`src/rtl/vga_sync_generator.sv`:
```
// vga_sync_generator
// Raster timing generator: free-running horizontal/vertical counters advanced by a
// pixel-rate enable, decoded into registered sync pulses, an active-video qualifier,
// pixel coordinates and a one-clock frame-start strobe.
module vga_sync_generator #(
  parameter int WIDTH       = 640,
  parameter int H_FRONT     = 16,
  parameter int H_SYNC      = 96,
  parameter int H_BACK      = 48,
  parameter int HEIGHT      = 480,
  parameter int V_FRONT     = 10,
  parameter int V_SYNC      = 2,
  parameter int V_BACK      = 33,
  parameter int WIDTH_BITS  = 10,
  parameter int HEIGHT_BITS = 9,
  parameter bit SYNC_ACTIVE = 1'b0
) (
  input  logic                   clock_in,
  input  logic                   reset_in,
  input  logic                   tick_in,
  output logic [WIDTH_BITS-1:0]  pixel_x_out,
  output logic [HEIGHT_BITS-1:0] pixel_y_out,
  output logic                   video_on_out,
  output logic                   h_sync_out,
  output logic                   v_sync_out,
  output logic                   frame_start_out
);

  localparam int H_TOTAL = WIDTH + H_FRONT + H_SYNC + H_BACK;
  localparam int V_TOTAL = HEIGHT + V_FRONT + V_SYNC + V_BACK;
  localparam int HW      = $clog2(H_TOTAL);
  localparam int VW      = $clog2(V_TOTAL);

  // Last count of each counter; reset parks here so the first tick lands on (0,0).
  localparam logic [HW-1:0] H_LAST = HW'(H_TOTAL - 1);
  localparam logic [VW-1:0] V_LAST = VW'(V_TOTAL - 1);

  // Decode boundaries are one bit wider than the counters so that a range end
  // equal to the total (zero back porch) cannot alias to zero.
  localparam logic [HW:0] H_VIS_END  = (HW+1)'(WIDTH);
  localparam logic [HW:0] H_SYNC_BEG = (HW+1)'(WIDTH + H_FRONT);
  localparam logic [HW:0] H_SYNC_END = (HW+1)'(WIDTH + H_FRONT + H_SYNC);
  localparam logic [VW:0] V_VIS_END  = (VW+1)'(HEIGHT);
  localparam logic [VW:0] V_SYNC_BEG = (VW+1)'(HEIGHT + V_FRONT);
  localparam logic [VW:0] V_SYNC_END = (VW+1)'(HEIGHT + V_FRONT + V_SYNC);

  // Coordinate outputs must be able to represent every visible column and line.
  generate
    if (WIDTH > 2**WIDTH_BITS) begin : g_width_bits_check
      $error("vga_sync_generator: WIDTH does not fit in WIDTH_BITS");
    end
    if (HEIGHT > 2**HEIGHT_BITS) begin : g_height_bits_check
      $error("vga_sync_generator: HEIGHT does not fit in HEIGHT_BITS");
    end
  endgenerate

  logic [HW-1:0]          h_count_reg, h_count_next;
  logic [VW-1:0]          v_count_reg, v_count_next;
  logic [HW:0]            h_ext;
  logic [VW:0]            v_ext;
  logic                   h_visible, v_visible;
  logic [WIDTH_BITS-1:0]  pixel_x_next;
  logic [HEIGHT_BITS-1:0] pixel_y_next;
  logic                   video_on_next;
  logic                   h_sync_next;
  logic                   v_sync_next;
  logic                   frame_start_next;

  // Counter advance: h steps every tick, v steps only on the h wrap.
  always_comb begin
    h_count_next = h_count_reg;
    v_count_next = v_count_reg;
    if (tick_in) begin
      if (h_count_reg == H_LAST) begin
        h_count_next = '0;
        if (v_count_reg == V_LAST) begin
          v_count_next = '0;
        end else begin
          v_count_next = v_count_reg + 1'b1;
        end
      end else begin
        h_count_next = h_count_reg + 1'b1;
      end
    end
  end

  // Output decode from the position being entered, so registered outputs line up
  // with the counters on the same edge.
  always_comb begin
    h_ext            = {1'b0, h_count_next};
    v_ext            = {1'b0, v_count_next};
    h_visible        = (h_ext < H_VIS_END);
    v_visible        = (v_ext < V_VIS_END);
    video_on_next    = h_visible && v_visible;
    pixel_x_next     = h_visible ? WIDTH_BITS'(h_count_next) : '0;
    pixel_y_next     = v_visible ? HEIGHT_BITS'(v_count_next) : '0;
    h_sync_next      = ((h_ext >= H_SYNC_BEG) && (h_ext < H_SYNC_END)) ? SYNC_ACTIVE : ~SYNC_ACTIVE;
    v_sync_next      = ((v_ext >= V_SYNC_BEG) && (v_ext < V_SYNC_END)) ? SYNC_ACTIVE : ~SYNC_ACTIVE;
    frame_start_next = tick_in && (h_count_next == '0) && (v_count_next == '0);
  end

  // State and output registers; everything but the frame strobe holds on non-tick clocks.
  always_ff @(posedge clock_in or posedge reset_in) begin
    if (reset_in) begin
      h_count_reg     <= H_LAST;
      v_count_reg     <= V_LAST;
      pixel_x_out     <= '0;
      pixel_y_out     <= '0;
      video_on_out    <= 1'b0;
      h_sync_out      <= ~SYNC_ACTIVE;
      v_sync_out      <= ~SYNC_ACTIVE;
      frame_start_out <= 1'b0;
    end else begin
      frame_start_out <= frame_start_next;
      if (tick_in) begin
        h_count_reg  <= h_count_next;
        v_count_reg  <= v_count_next;
        pixel_x_out  <= pixel_x_next;
        pixel_y_out  <= pixel_y_next;
        video_on_out <= video_on_next;
        h_sync_out   <= h_sync_next;
        v_sync_out   <= v_sync_next;
      end
    end
  end

endmodule

```
`config.mk`:
```
export PLATFORM = sky130hd
export DESIGN_NAME = vga_sync_generator
export DESIGN_NICKNAME = d
export VERILOG_FILES = /design/src/rtl/vga_sync_generator.sv
export SDC_FILE = /design/constraint.sdc
export NUM_CORES = 1
export LEC_CHECK = 0
export CELL_PAD_IN_SITES_DETAIL_PLACEMENT = 1
export CELL_PAD_IN_SITES_GLOBAL_PLACEMENT = 2
export CORE_ASPECT_RATIO = 0.5
export CORE_MARGIN = 8
export CORE_UTILIZATION = 29
export CTS_CLUSTER_DIAMETER = 60
export DETAILED_ROUTE_END_ITERATION = 16
export GPL_TIMING_DRIVEN = 0
export PLACE_DENSITY = 0.74
export SLEW_MARGIN = 20
export SYNTH_ARGS = -nofsm -noshare
export SYNTH_HDL_FRONTEND = slang
export SYNTH_SLANG_ARGS = --single-unit
```
`constraint.sdc`:
```
create_clock -name clock_in -period 3.6 [get_ports clock_in]
set_input_delay 0.36 -clock clock_in [delete_from_list [all_inputs] [get_ports clock_in]]
set_output_delay 0.36 -clock clock_in [all_outputs]
set_load 0.01 [all_outputs]
```
==> qor.csv <==
stage;metric;value;unit
run_status;status;completed;
die;dieArea;11440;sq um
yosys;synth_area;2356;sq um
final_layout;layout-drive-gt1-share;11.44;%
timing;fin_setup_tns;0;ps
clock_network;cts_made_buffers;5;
timing;fmax;303.5;MHz
die;ios;26;
drt;drc_errors;0;
die;start_util;29.66;%
yosys;synth_area_leader_cell;dfrtp_1;
yosys;syn_area_per_cell;9.899;sq um
yosys;yosys_warnings;0;
yosys;synth_top_area_share;32.93;%
setup_path;path_cells;ha_1 > nand4_1 > or3_4 > buf_6 > a2111oi_0 > a31oi_1 > o311ai_4 > o2bb2ai_1;
die;coreArea;7943;sq um
place;pre_cts_slack;141.9;ps
global_routing;met3_usage;2.804;%
setup_path;crit_arrival;3450;ps
timing;hold_viol;0;
timing;final-setup-viol-count;0;
drt;wl;6.982;mm
yosys;synth-main-ff-cell;dfrtp_1;
yosys;synth_edf_count;0;
final_layout;regArea;1091;sq um
clock_network;path_clk_slew;60;ps
final_layout;multiInputGateArea;1117;sq um
yosys;ys_seq_elements;43;
die;rows;23;
timing;finClkSkew;2.668;ps
clock_network;cts_tree;built;
drt;drt_iter0_drc;130;
global_routing;grt_max_degree;29;
setup_path;cp-end-kind;flip-flop;
place;dpl.hpwl;5.223;mm
power_and_ir_drop;vdd_drop_max;0.1776;mV
clock_network;clk_latency;280;ps
global_routing;track_usage;13.02;%
timing;layout_min_cycle_time;3295;ps
drt;via_count;1975;
setup_path;worst-path-max-fanout;8;
power_and_ir_drop;p_per_area;524.7;nW/um^2
final_layout;nFillCells;913;
drt;wl_per_cell;18.23;microns
global_routing;antenna_found_initial;0;
final_layout;nNetsFinal;276;
global_routing;use_met2;21.36;%
timing;slew_headroom;53.17;%
final_layout;syn_to_final_growth;24.64;%
clock_network;cts-root-buf;clkbuf_16;
job;maxCapViolCount;0;
place;gp_congestion;0.8740;
final_layout;final_core_util;36.97;%
yosys;seq_area_frac_synth;46.31;%
place;post-place-cells;375;
global_routing;overflow;0;
drt;vias_per_cell;5.157;
die;die_x;143.5;microns
timing;fin_ws;304.8;ps
setup_path;cp-start-kind;flip-flop;
power_and_ir_drop;total_power;1.541;mW
timing;rsz0062_at_grt;false;
yosys;synth_nets;244;
place;placement.io_buffers;24;
setup_path;critPathKind;flip-flop to flip-flop;
yosys;synth_cell_types;50;
timing;max_slew.worst_pin.slew;682.9;ps
drt;ant_nets;0;
clock_network;htree_levels;2;
clock_network;cts.path.max_buffers;2;
global_routing;grt_use_met1;16.54;%
yosys;synthCells;238;
setup_path;critPathBufInv;1;
clock_network;cts.sinks;43;
setup_path;critPathRequiredTime;3750;ps
global_routing;grt_first_pass_wirelength;11.56;mm
drt;firstDrtPassIters;4;
final_layout;diodes;0;
global_routing;grt_pass1_vias;2096;
setup_path;cp_slowest_cell;dfstp_2;
timing;drv_slew;0;
power_and_ir_drop;p_leak;1.200;nW
setup_path;cp_top_family;compound AO/OA/AOI/OAI gates;
final_layout;fin_cells;383;
die;die_h;79.74;microns
global_routing;grt_most_used_layer;met2;
min_path;hold_path.class;input pin to asynchronous set/reset pin;
timing;min_period_over_period;91.53;%
yosys;synthTopCellsByArea;dfrtp_1 33%, dfstp_2 13%, o2bb2ai_1 5.9%, xnor2_1 3.3%, inv_1 3.0%;
setup_path;max_stage_delay;590;ps
yosys;async_flop_share;100.0;%
clock_network;cts_setup_buffers;0;
through the flow:
stage / area, sq um / hold WS [ps]
floorplan: 2356 / 493.0
global placement: 2736 / 471.5
detailed placement: 2756 / 474.4
CTS: 2930 / 384.8
global route: 2937 / 406.5
finish: 2937 / 369.8
path summary, 6_finish.rpt:
kind,startpoint,endpoint,slack [ps],depth (start not counted)
min in group clock_in,pixel_y_out[8],pixel_y_out[8],480,1
setup / recovery,h_count_reg[0],pixel_y_out[1],300,8
hold reg to reg,pixel_y_out[8],pixel_y_out[8],480,1
setup reg to reg,h_count_reg[0],pixel_y_out[1],300,8
max in group asynchronous,reset_in,h_count_reg[4],2680,3
hold / removal,reset_in,pixel_y_out[3],370,2
logic make-up after synthesis:
logic type / share of synthesized area, %
DFF: 46.31
and+or+nand+nor: 19.38
AOI/OAI and AO/OA: 18.80
buffers and inverters: 6.532
xor gates and xnor gates: 4.833
muxes: 2.549
adders and majority gates: 1.593
Yosys cell counts (all sizes together), types with 2 or more instances:
cell / number
nor2: 11
ha: 3
xor2: 4
o2bb2ai: 16
nand3: 13
a22o: 3
nand2: 16
or3: 2
and4: 3
nand4: 9
buf: 3
o31ai: 2
nor4b: 2
nor4: 5
clkbuf: 13
dfstp: 12
o21ai: 9
inv: 19
nor3: 9
o21a: 2
a21oi: 7
xnor2: 9
a21o: 3
dfrtp: 31
a31oi: 4
mux2i: 6
area by class of cell:
class | count | area share [%]
Multi-Input combinational cell | 160 | 38.05
Sequential cell | 43 | 37.15
Timing Repair Buffer | 25 | 8.862
Tap cell | 112 | 4.772
Clock buffer | 6 | 4.729
Buffer | 16 | 2.812
Inverter | 19 | 2.429
Clock inverter | 2 | 1.193
per-layer routing:
layer,part of all wire (%),up-vias,wire length [microns]
met5,0,-,0
met4,1.9,0,136
met3,2.9,11,199
met2,45,19,3174
met1,50,1004,3472
li1,-,941,-
power by group:
part | switching [mW] | internal (mW)
sequential | 0.0401 | 0.569
combinational | 0.223 | 0.167
clock | 0.196 | 0.345
cells in the final DEF (no fill, tap or decap), drive strengths merged, types with 2 or more instances in the layout:
master and instances:
a31oi 4, nor3 9, o21ai 9, nand3 13, dfrtp 31, inv 19, nor2 11, xor2 4
a22o 3, a21oi 7, or3 2, ha 3, xnor2 9, mux2i 6, nand2 16, o21a 2
buf 4, o2bb2ai 16, dfstp 12, and4 3, o31ai 2, nor4b 2, nor4 5, a21o 3
clkdlybuf4s50 24, clkbuf 19, nand4 9
what timing repair did:
item,CTS,global route
setup endpoints to repair,0,6
hold buffers,0,0
gates resized for setup,0,2
Power figures use the tool's default switching activity.
